$ cat config.mk
export PLATFORM = sky130hd
export DESIGN_NAME = uart_rx_fifo
export DESIGN_NICKNAME = d
export VERILOG_FILES = /design/src/rtl/uart_rx_fifo.sv
export SDC_FILE = /design/constraint.sdc
export NUM_CORES = 1
export LEC_CHECK = 0
export ABC_AREA = 1
export ABC_CLOCK_PERIOD_IN_PS = 3560
export CAP_MARGIN = 10
export CORE_UTILIZATION = 30
export DETAILED_ROUTE_END_ITERATION = 10
export SLEW_MARGIN = 20
export SYNTH_ARGS = -nofsm -noshare
export SYNTH_HDL_FRONTEND = slang
export SYNTH_SLANG_ARGS = --single-unit
$ cat constraint.sdc
create_clock -name clk_sys -period 3.56 [get_ports clk_sys]
set_input_delay 1.068 -clock clk_sys [delete_from_list [all_inputs] [get_ports clk_sys]]
set_output_delay 1.068 -clock clk_sys [all_outputs]
set_load 0.05 [all_outputs]
$ cat src/rtl/uart_rx_fifo.sv
// Receive byte FIFO between the UART receiver and the Z80 register page.
// Four-register CPU window: DATA (pop on read), STATUS, COUNT, CONTROL; sticky idle timeout.
module uart_rx_fifo #(
  parameter int unsigned DEPTH_LOG2     = 4,
  parameter int unsigned TIMEOUT_CYCLES = 20000
) (
  input  logic       clk_sys,
  input  logic       reset_n,
  input  logic       rx_valid,
  input  logic [7:0] rx_data,
  input  logic       cpu_sel,
  input  logic [1:0] cpu_addr,
  input  logic       cpu_rd_n,
  input  logic       cpu_wr_n,
  input  logic [7:0] cpu_din,
  output logic [7:0] cpu_dout,
  output logic       rx_pending
);

  localparam int unsigned DEPTH = 1 << DEPTH_LOG2;
  localparam int unsigned PW    = DEPTH_LOG2;
  localparam int unsigned CW    = DEPTH_LOG2 + 1;
  localparam int unsigned TW    = 16;

  localparam logic [CW-1:0] COUNT_FULL = CW'(DEPTH);
  localparam logic [CW-1:0] COUNT_HALF = CW'(DEPTH / 2);
  localparam logic [TW-1:0] T_LIMIT    = TW'(TIMEOUT_CYCLES);

  localparam logic [1:0] ADDR_DATA    = 2'd0;
  localparam logic [1:0] ADDR_STATUS  = 2'd1;
  localparam logic [1:0] ADDR_COUNT   = 2'd2;
  localparam logic [1:0] ADDR_CONTROL = 2'd3;

  logic [7:0]    mem [DEPTH];
  logic [PW-1:0] wr_ptr, wr_ptr_nxt;
  logic [PW-1:0] rd_ptr, rd_ptr_nxt;
  logic [CW-1:0] count, count_nxt;
  logic          overflow, overflow_nxt;
  logic          timeout, timeout_nxt;
  logic [TW-1:0] tcnt, tcnt_nxt;
  logic          rd_n_d, wr_n_d;

  logic empty, full, half;
  logic pop_edge, wr_edge, flush, clr_ovf, clr_to;
  logic do_pop, do_push, ovf_evt, tcnt_run, to_set;
  logic unused_din;

  assign unused_din = ^cpu_din[7:3];

  assign empty = (count == '0);
  assign full  = (count == COUNT_FULL);
  assign half  = (count >= COUNT_HALF);

  // Pop at the end of the read strobe so DATA stays stable during the Z80 read cycle.
  assign pop_edge = cpu_rd_n && !rd_n_d && cpu_sel && (cpu_addr == ADDR_DATA);
  assign wr_edge  = !cpu_wr_n && wr_n_d && cpu_sel && (cpu_addr == ADDR_CONTROL);
  assign flush    = wr_edge && cpu_din[0];
  assign clr_ovf  = wr_edge && cpu_din[1];
  assign clr_to   = wr_edge && cpu_din[2];

  assign do_pop   = pop_edge && !empty && !flush;
  assign do_push  = rx_valid && (!full || do_pop) && !flush;
  assign ovf_evt  = rx_valid && full && !do_pop && !flush;
  assign tcnt_run = !flush && !do_push && !empty;
  assign to_set   = tcnt_run && (tcnt == T_LIMIT - 16'd1);

  // Next-state logic for pointers, occupancy, flags and the idle counter.
  always_comb begin
    wr_ptr_nxt   = wr_ptr;
    rd_ptr_nxt   = rd_ptr;
    count_nxt    = count;
    overflow_nxt = overflow;
    timeout_nxt  = timeout;
    tcnt_nxt     = tcnt;

    if (flush) begin
      wr_ptr_nxt   = '0;
      rd_ptr_nxt   = '0;
      count_nxt    = '0;
      overflow_nxt = 1'b0;
      timeout_nxt  = 1'b0;
      tcnt_nxt     = '0;
    end else begin
      if (do_push) wr_ptr_nxt = wr_ptr + PW'(1);
      if (do_pop)  rd_ptr_nxt = rd_ptr + PW'(1);
      count_nxt = count + CW'(do_push) - CW'(do_pop);

      if (ovf_evt)      overflow_nxt = 1'b1;
      else if (clr_ovf) overflow_nxt = 1'b0;

      if (to_set)      timeout_nxt = 1'b1;
      else if (clr_to) timeout_nxt = 1'b0;

      // A timeout clear restarts the idle count so the flag can re-arm within a burst.
      if (!tcnt_run)              tcnt_nxt = '0;
      else if (clr_to && !to_set) tcnt_nxt = '0;
      else if (tcnt != T_LIMIT)   tcnt_nxt = tcnt + 16'd1;
    end
  end

  always_ff @(posedge clk_sys or negedge reset_n) begin
    if (!reset_n) begin
      wr_ptr   <= '0;
      rd_ptr   <= '0;
      count    <= '0;
      overflow <= 1'b0;
      timeout  <= 1'b0;
      tcnt     <= '0;
      rd_n_d   <= 1'b1;
      wr_n_d   <= 1'b1;
    end else begin
      wr_ptr   <= wr_ptr_nxt;
      rd_ptr   <= rd_ptr_nxt;
      count    <= count_nxt;
      overflow <= overflow_nxt;
      timeout  <= timeout_nxt;
      tcnt     <= tcnt_nxt;
      rd_n_d   <= cpu_rd_n;
      wr_n_d   <= cpu_wr_n;
    end
  end

  // Storage array is not reset; occupancy tracking makes stale entries invisible.
  always_ff @(posedge clk_sys) begin
    if (do_push) mem[wr_ptr] <= rx_data;
  end

  // Zero-wait-state register read mux.
  always_comb begin
    cpu_dout = 8'h00;
    case (cpu_addr)
      ADDR_DATA:    cpu_dout = empty ? 8'h00 : mem[rd_ptr];
      ADDR_STATUS:  cpu_dout = {3'b000, half, timeout, overflow, full, empty};
      ADDR_COUNT:   cpu_dout = 8'(count);
      ADDR_CONTROL: cpu_dout = 8'h00;
      default:      cpu_dout = 8'h00;
    endcase
  end

  assign rx_pending = !empty;

endmodule

# Word level (Yosys, flattened, before mapping)
# Memories as Yosys holds them, arrays and structs flattened.
# Cells that the tools add are included.
# totals
register_bits,33
n_memories,1
latchBits,0
output_inout_bits,9
ramBits,128
rom_bits,0
input_bits,24
wordCells,76
# memory_table
name,words,word_bits,read_ports,rd_clocked_by_memory_dff,write_ports,line_no,source
mem,16,8,1,0,1,34,logic [7:0] mem [DEPTH];
# classes
magnitude_cmp,1
n_bitwise,0
eq_ne,7
addsub,5
n_div,0
mux,19
mul,0
n_shift,0
n_reduce_logical,35
# ops
operator,n
$mux W16,4
$pmux W8 S4,1
$logic_and A1 B1 Y1,20
$add A16 B1 Y16 const B,1
$eq A16 B15 Y1 const B,1
$mux W4,4
$ne A16 B15 Y1 const B,1
$add A4 B1 Y4 const B,2
$logic_not A1 Y1,8
$mux W1,8
$mux W8,1
$reduce_bool A3 Y1,2
$add A5 B1 Y5,1
$eq A5 B5 Y1 const B,1
$ge A5 B4 Y1 const B,1
$logic_not A5 Y1,1
$mux W5,1
$sub A5 B1 Y5,1
$eq A2 B2 Y1 const B,2
$ne A4 B2 Y1 const B,1
$reduce_bool A2 Y1,2
$eq A2 B1 Y1 const B,1
$logic_not A2 Y1,1
$logic_or A1 B1 Y1,1

# Longest topological paths before layout
# Gate-level depths: netlist (run 1).
# depth
ltp_word,19
ltp_mapped,19
mapped_depth_nobuf,19

# Worst setup path after synthesis (run 1)
# No wires, ideal clock.
# synth_path
kind,input port to flip-flop
startpoint,in cpu_addr[1]
endpoint,reg count[4]
n_path_buf,0
cell_stages,17
arrival_ps,3151
required_time_ps,3438
setup_ps,122
setup_slack_ps,287
path_cell_list,nor2_2 -> nand3_2 -> nand3_2 -> nand2_2 -> nor2_1 -> inv_1 -> ha_1 -> inv_1 -> ha_1 -> inv_1 -> fa_1 -> inv_1 -> nand2_1 -> a21oi_1 -> or2_2 -> xor2_1 -> nor2_1
# synth_between
elab_chain_len,11
elab_cells_between_ends,14
cone_classes,add/sub (2); eq/ne (1); mux (1); reduce/logical (10)
# synth_lines
element,line_no,source
from (decl),12,"input logic [1:0] cpu_addr,"
$eq A2 B2 Y1,56,assign wr_edge = !cpu_wr_n && wr_n_d && cpu_sel && (cpu_addr == ADDR_CONTROL);
$logic_and A1 B1 Y1,56,
$logic_and A1 B1 Y1,57,assign flush = wr_edge && cpu_din[0];
$logic_not A1 Y1,"61, 62",
$logic_and A1 B1 Y1,61,assign do_pop = pop_edge && !empty && !flush;
$logic_or A1 B1 Y1,62,assign do_push = rx_valid && (!full || do_pop) && !flush;
$logic_and A1 B1 Y1 (2 in a row),62,
$add A5 B1 Y5,86,count_nxt = count + CW'(do_push) - CW'(do_pop);
$sub A5 B1 Y5,86,
$mux W5 *,76,if (flush) begin
net count_nxt[4],37,"logic [CW-1:0] count, count_nxt;"
to (signal assigned),114,count <= count_nxt;
to (decl),37,
# Mark *: on every way through the listed nets, which the timed path passes. The rest lies on a longest branch.
# A chain may end at the register's enable or synchronous reset.

# Final worst setup path (run 1)
# layout_path
startpoint,in cpu_addr[1]
endpoint,out cpu_dout[4]
# layout_between
elab_chain_len,2
elab_cells_between_ends,5
cone_classes,eq/ne (3); mux (1); reduce/logical (1)
# layout_lines
element,line_no,source
"$eq A2 B2 Y1, or another cell as far along",131,case (cpu_addr)
$pmux W8 S4 *,131,
to (decl),16,"output logic [7:0] cpu_dout,"
# Every way passes the cells marked *; elsewhere a longest branch is shown, timed or not.

==> results by group, run 1 <==
Timing
  – Slew headroom: 45.9%
  – Worst Skew: 0.0116 ns
  – Final period util: 98.1%
  – Slew @ Worst Pin: 0.809 ns
  – Min cycle time layout: 3.49 ns
  – Finish-stage setup viols: 0
  – Slew Viols, Final: 0
  – Fmax: 0.286 GHz
  – Unrepaired setup endpoints after global routing: no
  – Setup TNS: 0 ns
  – Final Hold Viols: 0

Worst hold path
  – Hold Startpoint: overflow$_DFFE_PN0P_
  – Type of the worst min-delay path: register to register
  – Hold depth: 2
  – Hold EP: overflow$_DFFE_PN0P_

Global routing
  – Vias in the first global route: 4905
  – Antenna violations before repair: 0
  – First-pass GRT wire length: roughly 27000 µm
  – Global route overflow: 0
  – Largest net degree at the start of global routing: 84
  – Met2 Use GR: 23.5%
  – Most used routing layer: met2
  – Met1 Use GR: approximately a fifth
  – Grt met3 use: 3.26%
  – GRT Overall Usage: between 10% and 20%

Logic synthesis
  – Seq cells post-synth: 161
  – Synth async-reset ratio: 20.5%
  – Mapped Area: 0.00730 mm²
  – Prevailing post-synth register cell: edfxtp_1
  – Seq/Total Area, Yosys: a little under two thirds
  – Post-synth EDFFs: 128
  – Syn avg cell area: 10.7 µm²
  – Yosys warns: 0
  – Post-synth cell types: 39
  – Post-synthesis net count: 720
  – Synth Instances: 681

Critical path
  – Most common cell on crit path: inv_1
  – R2r startpoint: count[3]$_DFF_PN0_
  – CP Max Fanout: 5
  – Crit path DAT: 2.43 ns
  – R2r setup slk: approximately 0.76 ns
  – Setup crit end kind: output pin
  – Biggest cell delay along the critical path: between 0.5 and 0.6 ns
  – Sequence of cells on the critical path: clkdlybuf4s50_1 -> inv_1 -> or2_2 -> o22ai_1 -> inv_1 -> nand2_1 -> buf_12
  – Crit path kind: input pin to output pin
  – Startpoint types: input pin
  – Slowest CP cell: clkdlybuf4s50_1
  – Register-to-Register Path Depth: 18
  – RR Endpoint: count[4]$_DFF_PN0_
  – CP Data Required Time: between 2 and 2.5 ns

Route
  – Post-DR wirelength/cell: 15.7 µm
  – DR vias: 5066
  – DRT Pass-1 Iters: 5
  – Vias per cell: approximately 4.7
  – Post-route ant nets: 0
  – WL final: between 15000 and 20000 µm
  – # DRC: 0
  – DRT iter0 DRCs: 330

Pwr
  – Max VDD drop: 0.000406 V
  – Pwr Density: between 700 and 800 mW/mm²
  – Pleak: 3.39 nW
  – Power consumption: 6.26 mW

Floorplanning
  – Die H: 158 µm
  – DIE WIDTH: between 150 and 200 µm
  – Core area: 0.0237 mm²
  – Num ports: 33
  – Row Count: 56
  – Die area: 0.0250 mm²
  – Starting density of the core: a little under a third

Clock tree
  – Hold_buf cts: 0
  – Clk root buf: clkbuf_16
  – CTS buffer count: 17
  – Clk buf depth: 2
  – Clk Latency, worst-skew pair: 0.43 ns
  – Clk pin slew, worst setup/hold paths: ~0.060 ns
  – CTS sink cnt: 161
  – TritonCTS clock tree: yes
  – H-Tree Depth: 4

Layout
  – Layout area overhead: 21.6%
  – Fraction of layout cells with a size suffix above 1: around 18%
  – Final net count: 785
  – Area of the multi-input gates: 0.00223 mm²
  – Final Non-Filler Cells: 1078
  – Antenna cells: 0
  – Storage cell area: roughly 0.0047 mm²
  – Final core occ: 37.5%
  – FILL cells: 2390
  – Post-Layout Inst Area: 0.00888 mm²

Placement
  – PortBufs: 27
  – Detail Placement HPWL: 10900 µm
  – Dpl cells: approximately 1000
  – Final Wtd Congestion: 0.812
  – Post-DP Area: 0.00828 mm²

Flow run
  – Max Cap Viol: 0

Status
  – Status: finished, final reports clean
==> power breakdown <==
| group | switching, mW | internal (mW) | total (mW) |
|---|---|---|---|
| logic | 1.38 | 0.735 | 2.11 |
| clock network | 0.794 | 0.983 | 1.78 |
| registers | 0.115 | 2.26 | 2.37 |
==> final cells by class <==
type / count / area share [%]
multi-input cells: 418 / 25.1
clock inverters: 15 / 1.76
inverters: 78 / 3.40
clock buffers: 17 / 4.79
well taps: 319 / 4.49
flip-flops and latches: 161 / 52.6
repair buffers: 70 / 7.83
==> per-stage QoR <==
step | setup slack [ns] | hold slack, ns
2_1_floorplan | 0.287 | 0.509
6_report | 0.0664 | 0.548
3_5_place_dp | -0.153 | 0.542
5_1_grt | 0.000155 | 0.583
4_1_cts | 0.00116 | 0.558
3_3_place_gp | -0.140 | 0.539
==> cell usage in the layout (no fill, tap or decap), types with 13 or more instances in the layout <==
cell type / n
dfrtp_1: 30
nand3_1: 36
clkbuf_16: 17
clkdlybuf4s50_1: 17
o21ai_0: 63
nand4_1: 13
inv_1: 73
buf_4: 41
o211ai_1: 17
nor2_1: 82
edfxtp_1: 128
nand2_1: 91
ha_1: 14
a21oi_1: 25
nor2_2: 15
==> kinds of logic (layout without fill, tap and decap cells) <==
logic type                 count (synthesis)  after routing  share of synthesized area [%]
DFF                                      161            161                           64.0
xor gates and xnor gates                   7              7                          0.839
buffers and inverters                    102            180                           5.70
adders and majority gates                 15             15                           2.67
AOI/OAI and AO/OA                        121            121                           9.30
and+or+nand+nor                          275            275                           17.5
==> synthesized netlist by cell type (all sizes together) (2+ instances only) <==
master,n,area (µm²)
edfxtp,128,3840
nor2,103,478
nand2,100,388
inv,78,298
o21ai,67,335
nand3,40,228
dfrtp,31,776
a21oi,27,146
o211ai,17,128
ha,14,175
buf,13,77.6
nand4,13,81.3
nor3,12,60.1
clkbuf,11,41.3
or2,6,37.5
xor2,6,52.6
o22ai,5,31.3
dfstp,2,52.6
==> critical path: cells and delay by family <==
kind / cells / cell delay (ns)
compound gates: 1 / 0.13
simple gates: 2 / 0.45
buf+inv: 4 / 0.77
==> flip-flops by register name, indices dropped and copies added (netlist names) <==
| signal | count |
|---|---|
| rd_ptr | 4 |
| overflow | 1 |
| mem | 128 |
| tcnt | 16 |
| count | 5 |
| rd_n_d | 1 |
| timeout | 1 |
| wr_ptr | 4 |
| wr_n_d | 1 |
==> how the worst max path moves through the flow <==
stage,from,endpoint,slack [ns],cells after the start
after floorplan,cpu_addr[1],count[4]$_DFF_PN0_,0.29,17
after global placement,cpu_addr[1],count[4]$_DFF_PN0_,-0.14,18
after detailed placement,cpu_addr[1],count[4]$_DFF_PN0_,-0.15,18
after CTS,cpu_addr[0],cpu_dout[3],0.001,7
after global routing,cpu_addr[1],cpu_dout[0],0.0002,6
final,cpu_addr[1],cpu_dout[4],0.07,7
==> what timing repair did <==
item / in CTS / in global routing
setup endpoints to repair: 6 / 6
gates resized for setup: 5 / 5
pin swaps: 0 / 2
setup buffers: 0 / 0
==> metal layers <==
layer	routed length [µm]	share of wire, %
met4	184	1.1
met1	7950	47
met5	0	0
met3	705	4.2
met2	8050	48
No activity file was read; power rests on OpenSTA's default activity.
==> inputs of run 2 (changes only) <==
ABC_AREA = not set   (was 1)
DONT_BUFFER_PORTS = 1   (was not set)
==> results by group, run 2 <==
Critical path
  – Top Family by Delay on Critical Path: multiplexers
  – Biggest cell delay along the critical path: 0.56 ns
  – Most common cell on crit path: mux4_2
  – CP Max Fanout: 9
  – Buf/Inv on CP: 2
  – Crit path kind: register to output pin
  – CP Data Required Time: 2.49 ns
  – Setup crit end kind: output pin
  – Sequence of cells on the critical path: buf_12 -> mux4_2 -> mux4_2 -> nand2_2 -> o21ai_2 -> buf_6
  – Crit path DAT: 2.45 ns
  – Startpoint types: register
  – Slowest CP cell: mux4_2

Global routing
  – GRT Overall Usage: 13.7%
  – Global route overflow: 0
  – Largest net degree at the start of global routing: 34
  – First-pass GRT wire length: 23800 µm
  – Vias in the first global route: 4135
  – Antenna violations before repair: 0

Status
  – Status: finished, final reports clean

Placement
  – Final Wtd Congestion: 0.796
  – PortBufs: 0
  – Detail Placement HPWL: 9730 µm
  – Post-DP Area: 0.00757 mm²

Logic synthesis
  – Seq cells post-synth: 161
  – Post-synthesis xor/xnor area fraction: between 1.5 and 2%
  – Post-synth cell types: 52
  – Main combinational cell family by area after synthesis: multiplexers
  – Synth async-reset ratio: between 20 and 25%
  – Top-area cell type share of the netlist area: 54.7%
  – Post-synthesis net count: 473
  – Mapped Area: 0.00702 mm²
  – Post-synth EDFFs: 128
  – Synth Instances: 434
  – Synth area leader: edfxtp_1
  – Mux cell area share after synthesis: 12.3%
  – Post-Synth Simple-Gate Area: 9.74%
  – Syn avg cell area: 16.2 µm²
  – Prevailing post-synth register cell: edfxtp_1
  – Synth Area in Adders: 2.78%
  – Yosys warns: 0
  – Seq/Total Area, Yosys: about two thirds
  – Top cells by count, synth: edfxtp_1 (128), mux4_2 (37), dfrtp_1 (31)
  – Most frequent cell after synthesis: edfxtp_1
  – Area contributors post-synth: edfxtp_1 (55%), mux4_2 (12%), dfrtp_1 (11%), ha_1 (2.5%), nor3_1 (1.4%)
  – Post-synthesis compound-gate area fraction: 4.38%

Pwr
  – Max VDD drop: 0.000297 V
  – Pwr Density: just over 700 mW/mm²
  – Pleak: 2.88 nW

Route
  – DRT iter0 DRCs: 398
  – Post-route ant nets: 0
  – Vias per cell: roughly 5.0
  – DRT Pass-1 Iters: 4
  – WL final: ~15000 µm
  – DR vias: a little under 4000
  – # DRC: 0
  – Post-DR wirelength/cell: roughly 19 µm

Layout
  – Fraction of layout cells with a size suffix above 1: a little over a quarter
  – Layout area overhead: 18.9%
  – Commonest cells after routing, fill and taps aside: edfxtp_1 (128), mux4_2 (37), dfrtp_1 (30)
  – Final net count: 511
  – Largest regs: mem (128), tcnt (16), count (5)
  – Antenna cells: 0
  – Biggest register: mem
  – Final core occ: 36.7%
  – Most common cell after layout, fill and taps aside: edfxtp_1
  – Flip-flop count of the largest register after layout: 128
  – Post-Layout Inst Area: 0.00835 mm²

Floorplanning
  – Die H: 155 µm
  – Starting density of the core: 30.8%
  – Core area: 0.0228 mm²
  – Die area: approximately 0.024 mm²
  – Num ports: 33
  – DIE WIDTH: 155 µm
  – Row Count: 55

Flow run
  – Max Cap Viol: 0

Timing
  – Finish-stage setup viols: 0
  – Worst Skew: 0.0114 ns
  – Final Hold Viols: 0
  – Final period util: a little over nine tenths
  – Slew Viols, Final: 0
  – Fmax: 0.284 GHz
  – Min cycle time layout: 3.52 ns
  – Slew @ Worst Pin: 0.777 ns
  – Slew headroom: 48.1%
  – Unrepaired setup endpoints after global routing: yes

Worst hold path
  – Type of the worst min-delay path: input pin to asynchronous set/reset pin

Clock tree
  – Clk Latency, worst-skew pair: 0.42 ns
  – Clk root buf: clkbuf_16
  – CTS sink cnt: between 150 and 200
  – Hold_buf cts: 0
  – CTS buffer count: 17
  – Clk buf depth: 2
  – TritonCTS clock tree: yes
  – H-Tree Depth: 4
  – Clk pin slew, worst setup/hold paths: 0.06 ns
==> run 2: changes by cell type after synthesis, sizes merged, moves of 8 or more <==
cell / change
inv: -60
nor3: +8
o21ai: -54
o211ai: -13
and3: +12
nand3: -26
nand2: -85
mux4: +37
a21oi: -18
nor2b: +8
nor2: -89
==> run 2: cells by family (layout without fill, tap and decap cells) <==
| group | count (synthesis) | in the layout |
|---|---|---|
| flip-flops | 161 | 161 |
| AND/OR/NAND/NOR | 120 | 120 |
| AO/OA/AOI/OAI | 46 | 46 |
| multiplexers | 40 | 40 |
| buffers and inverters | 36 | 87 |
| XOR/XNOR | 16 | 16 |
| adder cells (fa/ha/maj) | 15 | 15 |
==> run 2: layout make-up <==
type	count	area [µm²]
Inverter	18	67.6
Clock buffer	18	429
Fill cell	2138	14400
Timing Repair Buffer	37	373
Multi-Input combinational cell	237	2270
Tap cell	313	392
Sequential cell	161	4670
Clock inverter	14	144
==> run 2: metal layers <==
metal | track usage, % | part of all wire (%) | routed length, µm
met1 | 18.0 | 43 | 6710
met2 | 22.0 | 48 | 7410
met3 | 3.15 | 7.0 | 1090
met4 | 5.14 | 1.4 | 223
met5 | 0 | 0 | 0
==> run 2: worst reg2reg max path, cell delays in order (launching register included) <==
cell and delay, ns:
dfrtp_1 0.38, inv_1 0.11, ha_1 0.19, or3b_2 0.49, a211oi_2 0.28, nor3_4 0.07, inv_2 0.08, ha_1 0.22
inv_1 0.05, ha_1 0.16, inv_1 0.06, fa_1 0.40, nand2b_1 0.17, a21oi_1 0.18, o21ai_0 0.11, a21oi_1 0.14
==> run 2: final timing paths <==
check	from	end	slack, ns	depth (start not counted)
max	rd_ptr[0]$_DFFE_PN0P_	cpu_dout[3]	0.04	6
max in group asynchronous	reset_n	wr_n_d$_DFF_PN1_	3.04	0
min	reset_n	count[4]$_DFF_PN0_	0.34	0
min reg2reg	timeout$_DFFE_PN0P_	timeout$_DFFE_PN0P_	0.52	2
max reg2reg	count[3]$_DFF_PN0_	count[4]$_DFF_PN0_	0.42	15
min in group clk_sys	timeout$_DFFE_PN0P_	timeout$_DFFE_PN0P_	0.52	2
==> run 2: per-stage QoR <==
| step | hold slack, ns | power [mW] | cells | setup slack (ns) | setup TNS [ns] |
|---|---|---|---|---|---|
| 2_1_floorplan | 0.444 | 3.54 | 434 | -0.125 | -0.251 |
| 6_report | 0.338 | 5.92 | 798 | 0.0396 | 0 |
| 3_5_place_dp | 0.504 | 3.96 | 758 | 0.144 | 0 |
| 3_3_place_gp | 0.503 | 3.91 | 758 | 0.190 | 0 |
| 5_1_grt | 0.317 | 6.20 | 798 | -0.0516 | -0.112 |
| 4_1_cts | 0.312 | 5.97 | 799 | -0.00140 | -0.00140 |
==> run 2: power by group <==
group	internal [mW]	leakage (nW)	switching, mW
sequential	2.25	1.58	0.169
clock	0.988	0.281	0.781
combinational	0.859	1.01	0.870
total	4.10	2.88	1.82
==> run 2: timing repair <==
action	CTS	global route
hold endpoints to repair	0	0
pin swaps	1	2
buffers inserted	6	0
gates cloned	3	0
resized for setup	18	9
setup endpoints to repair	6	8
